File: config.mk
export PLATFORM = sky130hd
export DESIGN_NAME = interrupt_arbiter
export DESIGN_NICKNAME = d
export VERILOG_FILES = /design/src/rtl/interrupt_arbiter_pkg.sv /design/src/rtl/interrupt_arbiter_irq_synchronizer.sv /design/src/rtl/interrupt_arbiter.sv
export SDC_FILE = /design/constraint.sdc
export NUM_CORES = 1
export LEC_CHECK = 0
export ABC_CLOCK_PERIOD_IN_PS = 6900
export CORE_AREA = 2 2 131 133
export CTS_CLUSTER_SIZE = 30
export DETAILED_ROUTE_END_ITERATION = 8
export DIE_AREA = 0 0 133 135
export RECOVER_POWER = 50
export SYNTH_ARGS = -nofsm -noshare
export SYNTH_HDL_FRONTEND = slang
export SYNTH_SLANG_ARGS = --single-unit
File: constraint.sdc
create_clock -name clk_i -period 6.9 [get_ports clk_i]
set_clock_uncertainty 0.15 [all_clocks]
set_input_delay 1.38 -clock clk_i [delete_from_list [all_inputs] [get_ports clk_i]]
set_output_delay 1.38 -clock clk_i [all_outputs]
set_load 0.03 [all_outputs]
File: src/rtl/interrupt_arbiter_pkg.sv
`default_nettype none
// ============================================================================
// Module      : interrupt_arbiter_pkg
// Description : Privileged-architecture types and constants shared by the
//               interrupt arbiter. These are the mip bit indices, the
//               software-writable mip mask, the arbiter state encoding and a
//               fixed-priority pick helper.
// Revision    : 1.0 - initial release
// ============================================================================
package interrupt_arbiter_pkg;

    localparam int unsigned c_MXLEN = 64;

    typedef enum logic [1:0] {
        PRIV_LVL_U = 2'b00,
        PRIV_LVL_S = 2'b01,
        PRIV_LVL_M = 2'b11
    } privilege_level_t;

    typedef enum logic [3:0] {
        IRQ_S_SOFT  = 4'd1,
        IRQ_M_SOFT  = 4'd3,
        IRQ_S_TIMER = 4'd5,
        IRQ_M_TIMER = 4'd7,
        IRQ_S_EXT   = 4'd9,
        IRQ_M_EXT   = 4'd11,
        IRQ_LCOF    = 4'd13
    } asynchronous_exception_code_t;

    typedef struct packed {
        logic                 interrupt;
        logic [c_MXLEN-2:0]   code;
    } mcause_t;

    typedef logic [c_MXLEN-1:0] mip_t;

    // Interrupt bit positions inside mip / mie / mideleg
    localparam int unsigned c_IRQ_SSI   = 1;
    localparam int unsigned c_IRQ_MSI   = 3;
    localparam int unsigned c_IRQ_STI   = 5;
    localparam int unsigned c_IRQ_MTI   = 7;
    localparam int unsigned c_IRQ_SEI   = 9;
    localparam int unsigned c_IRQ_MEI   = 11;
    localparam int unsigned c_IRQ_LCOFI = 13;

    // Number of low mip bits that carry any implemented interrupt
    localparam int unsigned c_IRQ_W = 14;

    // Bits a CSR write can influence: SSIP, STIP, software SEIP, LCOFIP clear
    localparam mip_t c_MIP_SW_WRITABLE_MASK = mip_t'(64'h0000_0000_0000_2222);

    // M-level interrupts can never be delegated; these mideleg bits read as 0
    localparam logic [c_IRQ_W-1:0] c_MIDELEG_FORCED_ZERO = 14'h0888;

    typedef enum logic [1:0] {
        ARB_IDLE    = 2'd0,
        ARB_REQ     = 2'd1,
        ARB_HOLDOFF = 2'd2
    } arb_state_t;

    // Input is the eligible vector already ordered from highest priority
    // (bit 6: MEI) to lowest (bit 0: LCOFI).
    function automatic asynchronous_exception_code_t pick_irq(input logic [6:0] ord);
        asynchronous_exception_code_t code;
        code = IRQ_LCOF;
        if (ord[6])      code = IRQ_M_EXT;
        else if (ord[5]) code = IRQ_M_SOFT;
        else if (ord[4]) code = IRQ_M_TIMER;
        else if (ord[3]) code = IRQ_S_EXT;
        else if (ord[2]) code = IRQ_S_SOFT;
        else if (ord[1]) code = IRQ_S_TIMER;
        else if (ord[0]) code = IRQ_LCOF;
        return code;
    endfunction

endpackage
`default_nettype wire

File: src/rtl/interrupt_arbiter_irq_synchronizer.sv
`default_nettype none
// ============================================================================
// Module      : irq_synchronizer
// Description : Single-bit flop-chain synchronizer of configurable depth,
//               asynchronously reset to 0.
// Revision    : 1.0 - initial release
// ============================================================================
module irq_synchronizer #(
    parameter int unsigned STAGES = 2
) (
    input  logic clk,
    input  logic rst_n,
    input  logic i_d,
    output logic o_q
);

    logic [STAGES-1:0] r_sync;

    generate
        if (STAGES == 1) begin : g_single
            // One-flop capture of the asynchronous line
            always_ff @(posedge clk or negedge rst_n) begin
                if (!rst_n) r_sync <= '0;
                else        r_sync <= i_d;
            end
        end else begin : g_chain
            // Shift the line through the metastability chain
            always_ff @(posedge clk or negedge rst_n) begin
                if (!rst_n) r_sync <= '0;
                else        r_sync <= {r_sync[STAGES-2:0], i_d};
            end
        end
    endgenerate

    assign o_q = r_sync[STAGES-1];

endmodule
`default_nettype wire

File: src/rtl/interrupt_arbiter.sv
`default_nettype none
// ============================================================================
// Module      : interrupt_arbiter
// Description : Maintains mip, masks pending interrupts by mie / mideleg /
//               global enables / privilege, picks the highest-priority one
//               and offers it to the exception handler over valid/ready,
//               followed by a fixed hold-off after every accepted trap.
//               Optional macro INTERRUPT_ARBITER_SYNC_EN inserts a
//               SYNC_STAGES-deep synchronizer on each platform line.
// Revision    : 1.0 - initial release
// ============================================================================
module interrupt_arbiter
    import interrupt_arbiter_pkg::*;
#(
    parameter int unsigned MXLEN          = c_MXLEN,
    parameter int unsigned SYNC_STAGES    = 2,
    parameter int unsigned HOLDOFF_CYCLES = 2
) (
    input  logic             clk_i,
    input  logic             rstn_i,
    input  logic             irq_meip_i,
    input  logic             irq_mtip_i,
    input  logic             irq_msip_i,
    input  logic             irq_seip_i,
    input  logic             irq_lcofip_i,
    input  logic             mip_we_i,
    input  logic [MXLEN-1:0] mip_wdata_i,
    input  logic [MXLEN-1:0] mie_i,
    input  logic [MXLEN-1:0] mideleg_i,
    input  logic             mstatus_mie_i,
    input  logic             mstatus_sie_i,
    input  logic [1:0]       priv_lvl_i,
    output logic             irq_valid_o,
    input  logic             irq_ready_i,
    output logic [MXLEN-1:0] irq_cause_o,
    output logic [1:0]       irq_target_priv_o,
    output logic [MXLEN-1:0] mip_o
);

    // Platform lines packed as {seip, msip, mtip, meip}
    logic [3:0] w_line_raw;
    logic [3:0] w_line;
    assign w_line_raw = {irq_seip_i, irq_msip_i, irq_mtip_i, irq_meip_i};

`ifdef INTERRUPT_ARBITER_SYNC_EN
    generate
        for (genvar gi = 0; gi < 4; gi++) begin : g_sync
            irq_synchronizer #(.STAGES(SYNC_STAGES)) u_sync (
                .clk   (clk_i),
                .rst_n (rstn_i),
                .i_d   (w_line_raw[gi]),
                .o_q   (w_line[gi])
            );
        end
    endgenerate
`else
    localparam int unsigned c_unused_sync_stages = SYNC_STAGES;
    assign w_line = w_line_raw;
`endif

    logic [3:0]         r_line;
    logic               r_ssip;
    logic               r_stip;
    logic               r_sw_seip;
    logic               r_lcofip;
    logic [MXLEN-1:0]   w_wdata_sw;
    logic [c_IRQ_W-1:0] w_mip;

    assign w_wdata_sw = mip_wdata_i & c_MIP_SW_WRITABLE_MASK;

    // mip storage: line mirrors plus the software-writable bits; an LCOF
    // pulse beats a simultaneous clearing write
    always_ff @(posedge clk_i or negedge rstn_i) begin
        if (!rstn_i) begin
            r_line    <= '0;
            r_ssip    <= 1'b0;
            r_stip    <= 1'b0;
            r_sw_seip <= 1'b0;
            r_lcofip  <= 1'b0;
        end else begin
            r_line <= w_line;
            if (mip_we_i) begin
                r_ssip    <= w_wdata_sw[c_IRQ_SSI];
                r_stip    <= w_wdata_sw[c_IRQ_STI];
                r_sw_seip <= w_wdata_sw[c_IRQ_SEI];
            end
            if (irq_lcofip_i)
                r_lcofip <= 1'b1;
            else if (mip_we_i && !w_wdata_sw[c_IRQ_LCOFI])
                r_lcofip <= 1'b0;
        end
    end

    // Bit 13 LCOF, 11 MEI, 9 SEI, 7 MTI, 5 STI, 3 MSI, 1 SSI; the rest read 0
    assign w_mip = {r_lcofip, 1'b0, r_line[0], 1'b0, r_sw_seip | r_line[3], 1'b0,
                    r_line[1], 1'b0, r_stip, 1'b0, r_line[2], 1'b0, r_ssip, 1'b0};
    assign mip_o = MXLEN'(w_mip);

    logic               w_m_on;
    logic               w_s_on;
    logic [c_IRQ_W-1:0] w_deleg;
    logic [c_IRQ_W-1:0] w_pend_en;
    logic [c_IRQ_W-1:0] w_m_elig;
    logic [c_IRQ_W-1:0] w_s_elig;
    logic [15:0]        w_elig_any;

    // M-level traps are taken below M, or in M with MIE set; delegated ones
    // only in U, or in S with SIE set
    assign w_m_on     = (priv_lvl_i != PRIV_LVL_M) || mstatus_mie_i;
    assign w_s_on     = (priv_lvl_i == PRIV_LVL_U) ||
                        ((priv_lvl_i == PRIV_LVL_S) && mstatus_sie_i);
    assign w_deleg    = mideleg_i[c_IRQ_W-1:0] & ~c_MIDELEG_FORCED_ZERO;
    assign w_pend_en  = w_mip & mie_i[c_IRQ_W-1:0];
    assign w_m_elig   = w_pend_en & ~w_deleg & {c_IRQ_W{w_m_on}};
    assign w_s_elig   = w_pend_en &  w_deleg & {c_IRQ_W{w_s_on}};
    assign w_elig_any = {2'b00, w_m_elig | w_s_elig};

    logic [6:0]                   w_m_ord;
    logic [6:0]                   w_s_ord;
    logic                         w_win_found;
    asynchronous_exception_code_t w_win_code;
    privilege_level_t             w_win_target;

    assign w_m_ord = {w_m_elig[c_IRQ_MEI], w_m_elig[c_IRQ_MSI], w_m_elig[c_IRQ_MTI],
                      w_m_elig[c_IRQ_SEI], w_m_elig[c_IRQ_SSI], w_m_elig[c_IRQ_STI],
                      w_m_elig[c_IRQ_LCOFI]};
    assign w_s_ord = {w_s_elig[c_IRQ_MEI], w_s_elig[c_IRQ_MSI], w_s_elig[c_IRQ_MTI],
                      w_s_elig[c_IRQ_SEI], w_s_elig[c_IRQ_SSI], w_s_elig[c_IRQ_STI],
                      w_s_elig[c_IRQ_LCOFI]};
    assign w_win_found  = (|w_m_ord) || (|w_s_ord);
    assign w_win_code   = (|w_m_ord) ? pick_irq(w_m_ord) : pick_irq(w_s_ord);
    assign w_win_target = (|w_m_ord) ? PRIV_LVL_M : PRIV_LVL_S;

    arb_state_t       r_state, w_state_next;
    logic             r_valid, w_valid_next;
    logic [3:0]       r_cnt, w_cnt_next;
    logic [3:0]       r_code, w_code_next;
    privilege_level_t r_target, w_target_next;
    logic             r_intr, w_intr_next;
    logic             w_issue;

    // Arbiter state and request registers
    always_ff @(posedge clk_i or negedge rstn_i) begin
        if (!rstn_i) begin
            r_state  <= ARB_IDLE;
            r_valid  <= 1'b0;
            r_cnt    <= '0;
            r_code   <= '0;
            r_target <= PRIV_LVL_M;
            r_intr   <= 1'b0;
        end else begin
            r_state  <= w_state_next;
            r_valid  <= w_valid_next;
            r_cnt    <= w_cnt_next;
            r_code   <= w_code_next;
            r_target <= w_target_next;
            r_intr   <= w_intr_next;
        end
    end

    // Next-state logic; the last hold-off cycle also evaluates like IDLE so a
    // new request appears exactly HOLDOFF_CYCLES cycles after valid drops
    always_comb begin
        w_state_next  = r_state;
        w_valid_next  = r_valid;
        w_cnt_next    = r_cnt;
        w_code_next   = r_code;
        w_target_next = r_target;
        w_intr_next   = r_intr;
        w_issue       = 1'b0;
        case (r_state)
            ARB_IDLE: w_issue = w_win_found;
            ARB_REQ: begin
                if (irq_ready_i && r_valid) begin
                    w_state_next = ARB_HOLDOFF;
                    w_valid_next = 1'b0;
                    w_cnt_next   = 4'(HOLDOFF_CYCLES);
                end else if (!w_elig_any[r_code]) begin
                    w_state_next = ARB_IDLE;
                    w_valid_next = 1'b0;
                end
            end
            ARB_HOLDOFF: begin
                if (r_cnt > 4'd1) begin
                    w_cnt_next = r_cnt - 4'd1;
                end else begin
                    w_cnt_next   = '0;
                    w_state_next = ARB_IDLE;
                    w_issue      = w_win_found;
                end
            end
            default: begin
                w_state_next = ARB_IDLE;
                w_valid_next = 1'b0;
            end
        endcase
        if (w_issue) begin
            w_state_next  = ARB_REQ;
            w_valid_next  = 1'b1;
            w_code_next   = w_win_code;
            w_target_next = w_win_target;
            w_intr_next   = 1'b1;
        end
    end

    mcause_t w_cause;
    assign w_cause.interrupt = r_intr;
    assign w_cause.code      = (c_MXLEN-1)'(r_code);

    assign irq_valid_o       = r_valid;
    assign irq_cause_o       = w_cause;
    assign irq_target_priv_o = r_target;

    logic w_unused_bits;
    assign w_unused_bits = ^{w_wdata_sw, mie_i[MXLEN-1:c_IRQ_W], mideleg_i[MXLEN-1:c_IRQ_W]};

endmodule
`default_nettype wire

==> results.yml <==
finish:
  fin_area_sq_mm: 0.002395
  area_growth_pct: 12.85
  layout.nets: 486
  antenna_cells: 0
  fillers: 1867
  drive_above_1_share: 0.07554
critical_path:
  worstPathArrival_ns: 3.80
  critPathKind: "in -> reg"
  start_kind: "primary input"
  crit_path_start: "priv_lvl_i[1]"
  worst-path-max-fanout: 7
  required_ns: 6.89
  cp-end-kind: "flip-flop"
  r2r_start: "r_sw_seip"
  worst-r2r-setup-slack_ns: 4.34
  setup.worst_path.end: "r_code[3]"
  r2r_cells: 6
  r2r_end: "r_code[3]"
min_path:
  hold_class: "reg -> reg"
  min-delay-start: "r_cnt[3]"
routing:
  drt_first_pass_iters: 4
  avgViaCountPerCell: 2.737
  wl_met2_um: 1837
  drt_iter0_drc: 33
  antenna_left: 0
  drt-total-wl_um: 4185
  vias: 1363
  highest_layer: "met4"
  wl_met3_um: 613
  wl_per_cell_um: 8.404
  drt-met1-wl_um: 1697
  drc_errors: 0
place:
  port_buffers: 41
  globalplace.congestion: 0.7702
  dp_hpwl_um: 3621
  place_area_sq_mm: 0.002290
grt:
  grt_max_degree: 21
  groute.usage.overall: 0.04413
  grt_pass1_vias: 1119
  grt-ovfl-total: 0
  grt_pass1_wl_um: 6141
  antenna_found_initial: 0
clock_network:
  ctsHtreeMaxLevel: 1
  clk_pin_slew_worst_paths_ns: 0.06
  cts_buffer_depth: 2
  cts_hold_buf: 0
  clock-root-buffer: "clkbuf_16"
  cts_setup_buffers: 0
  insertion_delay_ns: 0.25
  cts-resized-gates: 0
  clkSinkCount: 20
  cts_made_buffers: 3
  cts_tree: "done"
run_status:
  status: "complete, no violations"
synthesis:
  netlist_area_sq_mm: 0.002122
  yosysMostFrequentCell: "buf_4"
  yosysTopAreaCell: "buf_4"
  netlist_instances: 245
  ys_ff_latch: 20
  yosysWarnings: 0
  synth_flop_cell: "dfrtp_1"
  ys_top_cells_by_count: "buf_4, dfrtp_1, nand2_1, o21ai_0, nor2_1"
  synth_top_area_share: 0.4458
  ys_seq_area_frac: 0.2364
  synth_area_per_cell_sq_um: 8.661
  ys_async_sr_fraction: 1.000
  synth_cell_type_count: 44
  synth_edf_count: 0
  ys_top_cells_by_area: "buf_4, dfrtp_1, o21ai_0"
timing:
  finalSetupTns_ns: 0
  max_freq_mhz: 262.2
  finalSetupViolations: 0
  final_hold_viol_count: 0
  slew_headroom: 0.3730
  final-max-slew-violation-count: 0
  fin_crit_ns: 3.814
  worstMarginPinSlew_ns: 0.9274
  fin_crit_sh: 0.5528
  rsz0062_at_grt: "no"
floorplan:
  core_area_sq_mm: 0.01641
  chipWidth_um: 133
  dieArea_sq_mm: 0.01796
  rows: 47
  io_pins: 336
  dieHeight_um: 135
  start_util: 0.1293
power:
  power_leakage_uw: 0.001094
  irDropWorstVdd_mv: 0.1239
  powerDensity_mw_per_mm2: 278.2
job:
  drv_cap: 0
metal layers:
layer  vias to the layer above  track usage
met3                         5      0.01802
met1                       602      0.05318
met2                       116      0.07340
li1                        640            -
met5                         -            0
met4                         0      0.01075
sequential cells by signal, summed over array words and instances, names as in the netlist:
signal / count
r_line: 4
r_cnt: 4
r_sw_seip: 1
r_state: 2
r_stip: 1
irq_valid_o: 1
r_lcofip: 1
r_code: 4
r_ssip: 1
irq_target_priv_o: 1
cell usage in the layout, fill, tap and decap left out, types with 3 or more instances in the layout:
cell type        instances
a31oi_1                  3
clkbuf_16                3
clkdlybuf4s50_1         34
conb_1                 117
dfrtp_1                 19
dlygate4sd3_1            7
inv_1                    6
mux2_2                   4
nand2_1                 13
nand2b_1                 5
nand3_1                  5
nor2_1                   8
nor3_1                   4
o211ai_1                 3
o21ai_0                 11
worst min path at each step:
stage | cells past startpoint | to | slack (ns)
finish | 1 | r_cnt[3] | 0.33
global placement | 1 | r_cnt[3] | 0.33
floorplan | 1 | r_cnt[3] | 0.30
detailed placement | 1 | r_cnt[3] | 0.33
CTS | 1 | r_cnt[3] | 0.34
global route | 1 | r_cnt[3] | 0.38
cell type report:
cell class              instances  area, sq um  area share
inverters                       6        22.52    0.009404
flip-flops and latches         20        501.7      0.2095
repair buffers                 41        410.4      0.1714
clock inverters                 1        30.03     0.01254
clock buffers                   3        75.07     0.03135
well taps                     220        275.3      0.1149
multi-input cells             207         1080      0.4509
where the power goes:
group	internal [uW]	total, uW	switching (uW)
clock network	115	159	44.2
registers	152	194	41.5
logic	107	313	206
logic make-up (layout without fill, tap and decap cells):
kind of cell / Yosys count / in the layout / share of synthesized area
and+or+nand+nor: 50 / 50 / 0.1327
other: 2 / 117 / 0.003539
DFF: 20 / 20 / 0.2364
AOI/OAI and AO/OA: 33 / 33 / 0.1291
adders and majority gates: 2 / 2 / 0.01179
muxes: 5 / 5 / 0.02830
buffers and inverters: 133 / 51 / 0.4581
critical path: stages:
cell and delay (ns):
clkdlybuf4s50_1 0.63, and3b_1 0.35, nor3_1 0.14, nor2_2 0.23, o211ai_4 0.13, o41ai_4 0.60, mux2_4 0.34
stage by stage:
step	setup WS (ns)	utilization	hold slack, ns	power, uW	cells
after floorplan	3.689	-	0.3006	469.7	360
after global placement	2.848	0.1396	0.3315	508.1	494
after detailed placement	2.836	0.1396	0.3308	511.8	494
after CTS	3.105	0.1460	0.3430	674.9	498
after global routing	2.927	0.1460	0.3816	712.0	498
final	3.086	0.1460	0.3323	666.1	498
No activity file was read; power rests on OpenSTA's default activity.
